[config.mk]
export PLATFORM = sky130hd
export DESIGN_NAME = expr_eval
export DESIGN_NICKNAME = d
export VERILOG_FILES = /design/src/rtl/expr_eval.sv
export SDC_FILE = /design/constraint.sdc
export NUM_CORES = 1
export LEC_CHECK = 0
export ABC_CLOCK_PERIOD_IN_PS = 7700
export CAP_MARGIN = 20
export CORE_MARGIN = 5
export CORE_UTILIZATION = 50
export DETAILED_ROUTE_END_ITERATION = 10
export GPL_ROUTABILITY_DRIVEN = 1
export HOLD_SLACK_MARGIN = 0.12
export PLACE_DENSITY = 0.68
export SYNTH_ARGS = -nofsm -noshare
export SYNTH_HDL_FRONTEND = slang
export SYNTH_SLANG_ARGS = --single-unit
[constraint.sdc]
create_clock -name clk -period 7.7 [get_ports clk]
set_input_delay 1.155 -clock clk [delete_from_list [all_inputs] [get_ports clk]]
set_output_delay 1.155 -clock clk [all_outputs]
set_load 0.005 [all_outputs]
[src/rtl/expr_eval.sv]
// Single-digit '+'/'*' expression evaluator with precedence, driven by an ASCII stream.
// Results are registered; ok/err follow the recognizer state one clock after the consuming edge.
module expr_eval #(
  parameter int W = 32
) (
  input  logic         clk,
  input  logic         rst,
  input  logic [7:0]   in,
  input  logic         in_valid,
  input  logic         clr,
  output logic [W-1:0] result,
  output logic         ok,
  output logic         err,
  output logic         ovf
);

  typedef enum logic [1:0] {START, NUM, OP, ERR} state_t;

  state_t       state, state_nx;
  logic [W-1:0] sum, term, sum_nx, term_nx, result_nx, new_term;
  logic         mul, mul_nx, ovf_nx;
  logic         is_digit, is_plus, is_star, prod_ovf;
  logic [3:0]   d;
  logic [W+3:0] prod;
  logic [W:0]   add_res, add_sum;

  assign is_digit = (in >= 8'h30) && (in <= 8'h39);
  assign is_plus  = (in == 8'h2b);
  assign is_star  = (in == 8'h2a);
  assign d        = in[3:0];

  // Product is kept 4 bits wider so a multiply overflow is visible before truncation.
  assign prod     = (W+4)'(term) * (W+4)'(d);
  assign prod_ovf = (state == OP) && mul && (|prod[W+3:W]);
  assign new_term = ((state == OP) && mul) ? prod[W-1:0] : W'(d);
  assign add_res  = {1'b0, sum} + {1'b0, new_term};
  assign add_sum  = {1'b0, sum} + {1'b0, term};

  always_ff @(posedge clk or posedge rst) begin
    if (rst) begin
      state  <= START;
      sum    <= '0;
      term   <= '0;
      mul    <= 1'b0;
      result <= '0;
      ovf    <= 1'b0;
    end else begin
      state  <= state_nx;
      sum    <= sum_nx;
      term   <= term_nx;
      mul    <= mul_nx;
      result <= result_nx;
      ovf    <= ovf_nx;
    end
  end

  always_comb begin
    state_nx  = state;
    sum_nx    = sum;
    term_nx   = term;
    mul_nx    = mul;
    result_nx = result;
    ovf_nx    = ovf;
    if (clr) begin
      state_nx  = START;
      sum_nx    = '0;
      term_nx   = '0;
      mul_nx    = 1'b0;
      result_nx = '0;
      ovf_nx    = 1'b0;
    end else if (in_valid) begin
      case (state)
        START, OP: begin
          if (is_digit) begin
            state_nx  = NUM;
            term_nx   = new_term;
            result_nx = add_res[W-1:0];
            ovf_nx    = ovf | prod_ovf | add_res[W];
          end else begin
            state_nx  = ERR;
            result_nx = '0;
          end
        end
        NUM: begin
          if (is_plus) begin
            state_nx = OP;
            sum_nx   = add_sum[W-1:0];
            term_nx  = '0;
            mul_nx   = 1'b0;
            ovf_nx   = ovf | add_sum[W];
          end else if (is_star) begin
            state_nx = OP;
            mul_nx   = 1'b1;
          end else begin
            state_nx  = ERR;
            result_nx = '0;
          end
        end
        default: ;
      endcase
    end
  end

  always_comb begin
    ok  = (state == NUM);
    err = (state == ERR);
  end

endmodule

; After elaboration in Yosys (flattened, before gate mapping)
; Cells that the tools add are included.
[op_classes]
addsub = 2
mul = 1
magnitude_cmp = 2
n_eq_ne = 9
n_mux = 32
bitwise_logic = 3
n_reduce_logical = 16
[op_table]
columns = op, n
row1 = two-way mux 32 bit, 14
row2 = case mux 32 bit (2 select lines), 2
row3 = adder 32 x 32 -> 33 bit, 2
row4 = multiplier 32 x 4 -> 36 bit, 1
row5 = "equality test 8 x 6 -> 1 bit, second input constant", 2
row6 = two-way mux 1 bit, 11
row7 = "!= test 3 bit, second input constant", 3
row8 = ">= comparator 8 x 6 -> 1 bit, second input constant", 1
row9 = "less-or-equal comparator 8 x 6 -> 1 bit, second input constant", 1
row10 = AND reduction 4 bit, 2
row11 = two-way mux 2 bit, 3
row12 = AND reduction 3 bit, 2
row13 = nonzero test 2 bit, 3
row14 = nonzero test 3 bit, 2
row15 = "equality test 2 bit, second input constant", 2
row16 = case mux 2 bit (2 select lines), 1
row17 = OR reduction 4 bit, 1
row18 = logical AND 1 bit, 3
row19 = "!= test 3 x 2 -> 1 bit, second input constant", 1
row20 = OR 1 bit, 3
row21 = "equality test 2 x 1 -> 1 bit, second input constant", 1
row22 = zero test 2 bit, 1
row23 = case mux 1 bit (2 select lines), 1
row24 = AND reduction 2 bit, 1
row25 = OR reduction 2 bit, 1
[word_totals]
ff_bits = 100
inputBits = 12
output_inout_bits = 35
word_cells = 71

; Logic depth before layout (Yosys ltp)
[logic_depth]
word_depth = 9
depth_mapped = 28
depth_no_buf = 27

; Least setup slack after synthesis
; Ideal clock, no wire load.
[synth_path]
kind = input to register
from = input port in[3]
to = register result[28]
setup_ns = 0.122
t_arrival_ns = 7.179
required_ns = 7.578
path_slack_ns = 0.399
stages = 28
n_path_buf = 1
path_cell_list = clkbuf_1 > and2_1 > fa_1 > inv_1 > fa_1 > inv_1 > ha_1 > a21o_1 > a31oi_2 > a31oi_1 > o21ai_0 > nand2b_1 > a21o_1 > a21o_1 > a21oi_1 > xor2_1 > nor2_1 > ha_1 > and3_1 > a221oi_1 > nand2b_1 > o311ai_0 > a31o_2 > maj3_1 > o211ai_2 > a41oi_1 > or3_1 > a32o_1
[synth_between]
elab_chain_cells = 7
word_cells_on_any_way = 15
cone_classes = add/sub: 1 / mul: 1 / order compare: 2 / eq/ne: 4 / mux: 5 / reduce/logical: 2
[synth_lines]
columns = item, line
row1 = start: declaration, 8  ; input logic [7:0] in,
row2 = multiplier 32 x 4 -> 36 bit, 33  ; assign prod = (W+4)'(term) * (W+4)'(d);
row3 = two-way mux 32 bit, 35  ; assign new_term = ((state == OP) && mul) ? prod[W-1:0] : W'(d);
row4 = adder 32 x 32 -> 33 bit, 36  ; assign add_res = {1'b0, sum} + {1'b0, new_term};
row5 = two-way mux 32 bit, 74  ; if (is_digit) begin
row6 = case mux 32 bit (2 select lines), 72  ; case (state)
row7 = two-way mux 32 bit, 71  ; end else if (in_valid) begin
row8 = two-way mux 32 bit, 64  ; if (clr) begin
row9 = end signal: assignment, 52  ; result <= result_nx;
row10 = end: declaration, 11  ; output logic [W-1:0] result,
; Parallel ways exist; a longest one is shown, timed or not. The select of a mux whose other input is x is not followed.
; A chain may end at the register's enable or synchronous reset.

; Worst setup path in the final report
; Ends and elaborated chain as after synthesis.

==> summary.txt <==
Clocking
  – Clk_lat worst skew: between 0.3 and 0.4 ns
  – Clock sink total: 100
  – CTS tree: built
  – Bufs on Longest Clock Path: 2
  – Num CTS Buffers: 9
  – CTS H-tree depth: 3
  – CTS clk-pin slew, worst paths: 0.07 ns
  – CTS Root Cell: clkbuf_16

Worst setup path
  – CP peak stage delay: 0.53 ns
  – Worst setup path category: in -> reg
  – Slowest CP cell: fa_1
  – Kind of start point of the critical path: primary input
  – FF-to-FF Start: term[7]
  – Critical-path maximum fanout: 15
  – CP arrival: ~7.7 ns
  – Reg2reg end: result[28]
  – Crit. End Element: flop
  – R2R setup slack: 1.16 ns
  – Most frequent CP cell: a21o_1
  – Reg2reg path depth: 28
  – Critical path required time: 7.95 ns

Power
  – Share of total power in the clock network: 0.411
  – P_leak: 6.31 nW
  – Switching Fraction: 0.270
  – Flop pwr share: 0.474
  – Net Switching: ~0.31 mW
  – Worst VDD drop: 0.000110 V
  – Int Pwr: 0.831 mW
  – Pwr per Cell Area: 89.8 mW/mm^2
  – Power, Total: 1.14 mW
  – Combinational Power Share: 0.115

Placed design
  – Port bufs: 46
  – Placed Instances: between 1500 and 2000
  – Placer Congestion: 0.922
  – Post-DP HPWL: 22400 um
  – Area post-placement: 0.0123 sq mm

STA
  – Max Slew Vio Count: 0
  – Worst slew margin: 0.278
  – Final Hold Fails: 0
  – Final setup skew: 0.0160 ns
  – Final setup fails: 0
  – Post-layout minimum cycle time: 7.43 ns
  – Hold Slack: 0.480 ns
  – Final Cycle Share: 0.965
  – Worst slew pin tran: 1.08 ns
  – Highest Clock Rate: 135 MHz

Drt
  – Drt drc: 0
  – Via Count: 9698
  – DRT antenna net count: 0
  – First-pass DRT Iterations: 5
  – Via-per-instance ratio: 5.77
  – WL final: just under 30000 um
  – Initial drt markers: 606
  – Wirelength per Cell: between 15 and 20 um

Global routing
  – GR Overflow Total: 0
  – Vias in the first global route: 9740
  – Overall routing resource usage: 0.233
  – Largest net degree at the start of global routing: 57
  – First-pass GRT wire length: 49600 um
  – Initial antenna violation count: 0

Cells and area
  – Synthesis-to-finish area growth: 13.5%
  – Final Cell Area: ~0.013 sq mm
  – Diodes inserted: 0
  – Final #Nets: 1571
  – Layout cells sized above 1: 0.0934
  – Layout Cells excl Fill: ~1700
  – Post-Route Utilization: 0.579

Floorplanning
  – Die Ht: approximately 160 um
  – Die width: 159 um
  – IO Pins: 47
  – Rows: 54
  – Core area: 0.0219 sq mm
  – Die outline area: 0.0254 sq mm
  – Initial Utilization: 0.510

Min path
  – Hold Crit Endpoint: result[16]
  – Hold depth: 2
  – Type of the tightest min-delay check: reg -> reg
  – Hold path start: result[16]

Yosys
  – Sequential element share of the synthesized area: 0.224
  – Synthesis-stage register bit count: 100
  – Net Count, Synth: 1496
  – Post-synthesis cell type count: 85
  – Main synth FF type: dfrtp_1
  – Mapped Cells: 1324
  – Synth warn: 0
  – Post-synth EDFFs: 0
  – Avg Cell Area, Syn: 8.43 sq um
  – Yosys top cell area share: 0.224
  – FFs w/ async S/R, synth: 1.00
  – Largest cells by area after synthesis: dfrtp_1 22%, fa_1 11%, ha_1 11%
  – Cell Area, Synth: roughly 0.011 sq mm
  – Leading area contributor after synthesis: dfrtp_1

Outcome
  – Status: finished clean

Flow run
  – Total of max-cap violations: 0
[metal layers]
layer | track usage | wire (um)
met3 | 0.0342 | 1200
met4 | 0.0593 | 671
met2 | 0.381 | 13500
met5 | 0 | 0
met1 | 0.325 | 13900
[cell type report]
type                    count  area [sq um]
clock buffers               9           225
clock inverters             5          63.8
fillers                  2036          9220
inverters                 135           509
multi-input cells        1038          8000
flip-flops and latches    100          2500
well taps                 280           350
repair buffers            115          1020
[sequential cells by signal, summed over array words and instances (netlist names)]
| register | count |
|---|---|
| result | 32 |
| sum | 32 |
| term | 32 |
| state | 2 |
| mul | 1 |
| ovf | 1 |
[critical path: cells and delay by family]
| kind | cells | cell delay [ns] |
|---|---|---|
| AOI/OAI and AO/OA | 13 | 2.46 |
| adders and majority gates | 5 | 2.09 |
| and+or+nand+nor | 6 | 0.91 |
| buffers and inverters | 5 | 0.87 |
| xor gates and xnor gates | 1 | 0.15 |
[synth_stat cells (all sizes together) (23+ instances only)]
| library cell | number |
|---|---|
| o21ai | 97 |
| a22o | 26 |
| dfrtp | 100 |
| clkbuf | 46 |
| nand2 | 170 |
| xor2 | 26 |
| and2 | 94 |
| nand2b | 23 |
| xnor2 | 52 |
| a21o | 40 |
| a21oi | 73 |
| nor2 | 40 |
| fa | 62 |
| ha | 98 |
| inv | 135 |
[power by group through the flow]
stage	logic, mW	registers, mW	clock network, mW
after floorplan	0.0843	0.547	0
after global placement	0.127	0.549	0
after detailed placement	0.131	0.550	0
after CTS	0.131	0.539	0.478
after global routing	0.146	0.540	0.502
final	0.131	0.539	0.468
[metrics by stage]
step	worst slack [ns]	setup TNS, ns
CTS	0.121	0
floorplan	0.399	0
detailed placement	-0.239	-0.551
global route	-0.0404	-0.0631
global placement	-0.109	-0.135
finish	0.272	0
[worst max-delay path by stage]
stage | startpoint | to | slack, ns | cells past startpoint
after floorplan | in[3] | result[28] | 0.40 | 28
after global placement | in[3] | result[28] | -0.11 | 30
after detailed placement | in[3] | result[28] | -0.24 | 30
after CTS | in[3] | result[28] | 0.12 | 30
after global routing | in[3] | result[28] | -0.04 | 30
final | in[3] | result[28] | 0.27 | 30
[placed cells by master (no fill, tap or decap), drive strengths merged, types with 6 or more instances in the layout]
| cell type | instances |
|---|---|
| inv | 136 |
| a31oi | 17 |
| xor2 | 26 |
| o31ai | 11 |
| nor2 | 40 |
| mux2i | 6 |
| ha | 98 |
| o21bai | 17 |
| clkbuf | 9 |
| o21ai | 97 |
| a21oi | 73 |
| or3 | 10 |
| or2 | 6 |
| a211oi | 12 |
| buf | 69 |
| nor3 | 9 |
| and2 | 94 |
| nand2 | 170 |
| nand2b | 23 |
| dfrtp | 100 |
| xnor2 | 52 |
| a22o | 26 |
| o211ai | 8 |
| nand3 | 17 |
| and3 | 11 |
| fa | 62 |
| clkdlybuf4s50 | 46 |
| nand4 | 8 |
| o21a | 14 |
| a21o | 40 |
| nor2b | 8 |
[cells by family (layout without fill, tap and decap cells)]
group / count (synthesis) / in the layout / synth area share
mux: 9 / 9 / 0.00841
buf+inv: 186 / 264 / 0.0678
simple gates: 420 / 420 / 0.191
flops: 100 / 100 / 0.224
compound gates: 366 / 366 / 0.220
fa+ha+maj: 165 / 165 / 0.226
xor+xnor: 78 / 78 / 0.0629
[timing repair]
item | 4_1_cts | 5_1_grt
setup endpoints to repair | 0 | 7
hold buffers | 0 | 0
setup buffers | 0 | 0
gates resized for setup | 0 | 17
No activity file was read; power rests on OpenSTA's default activity.
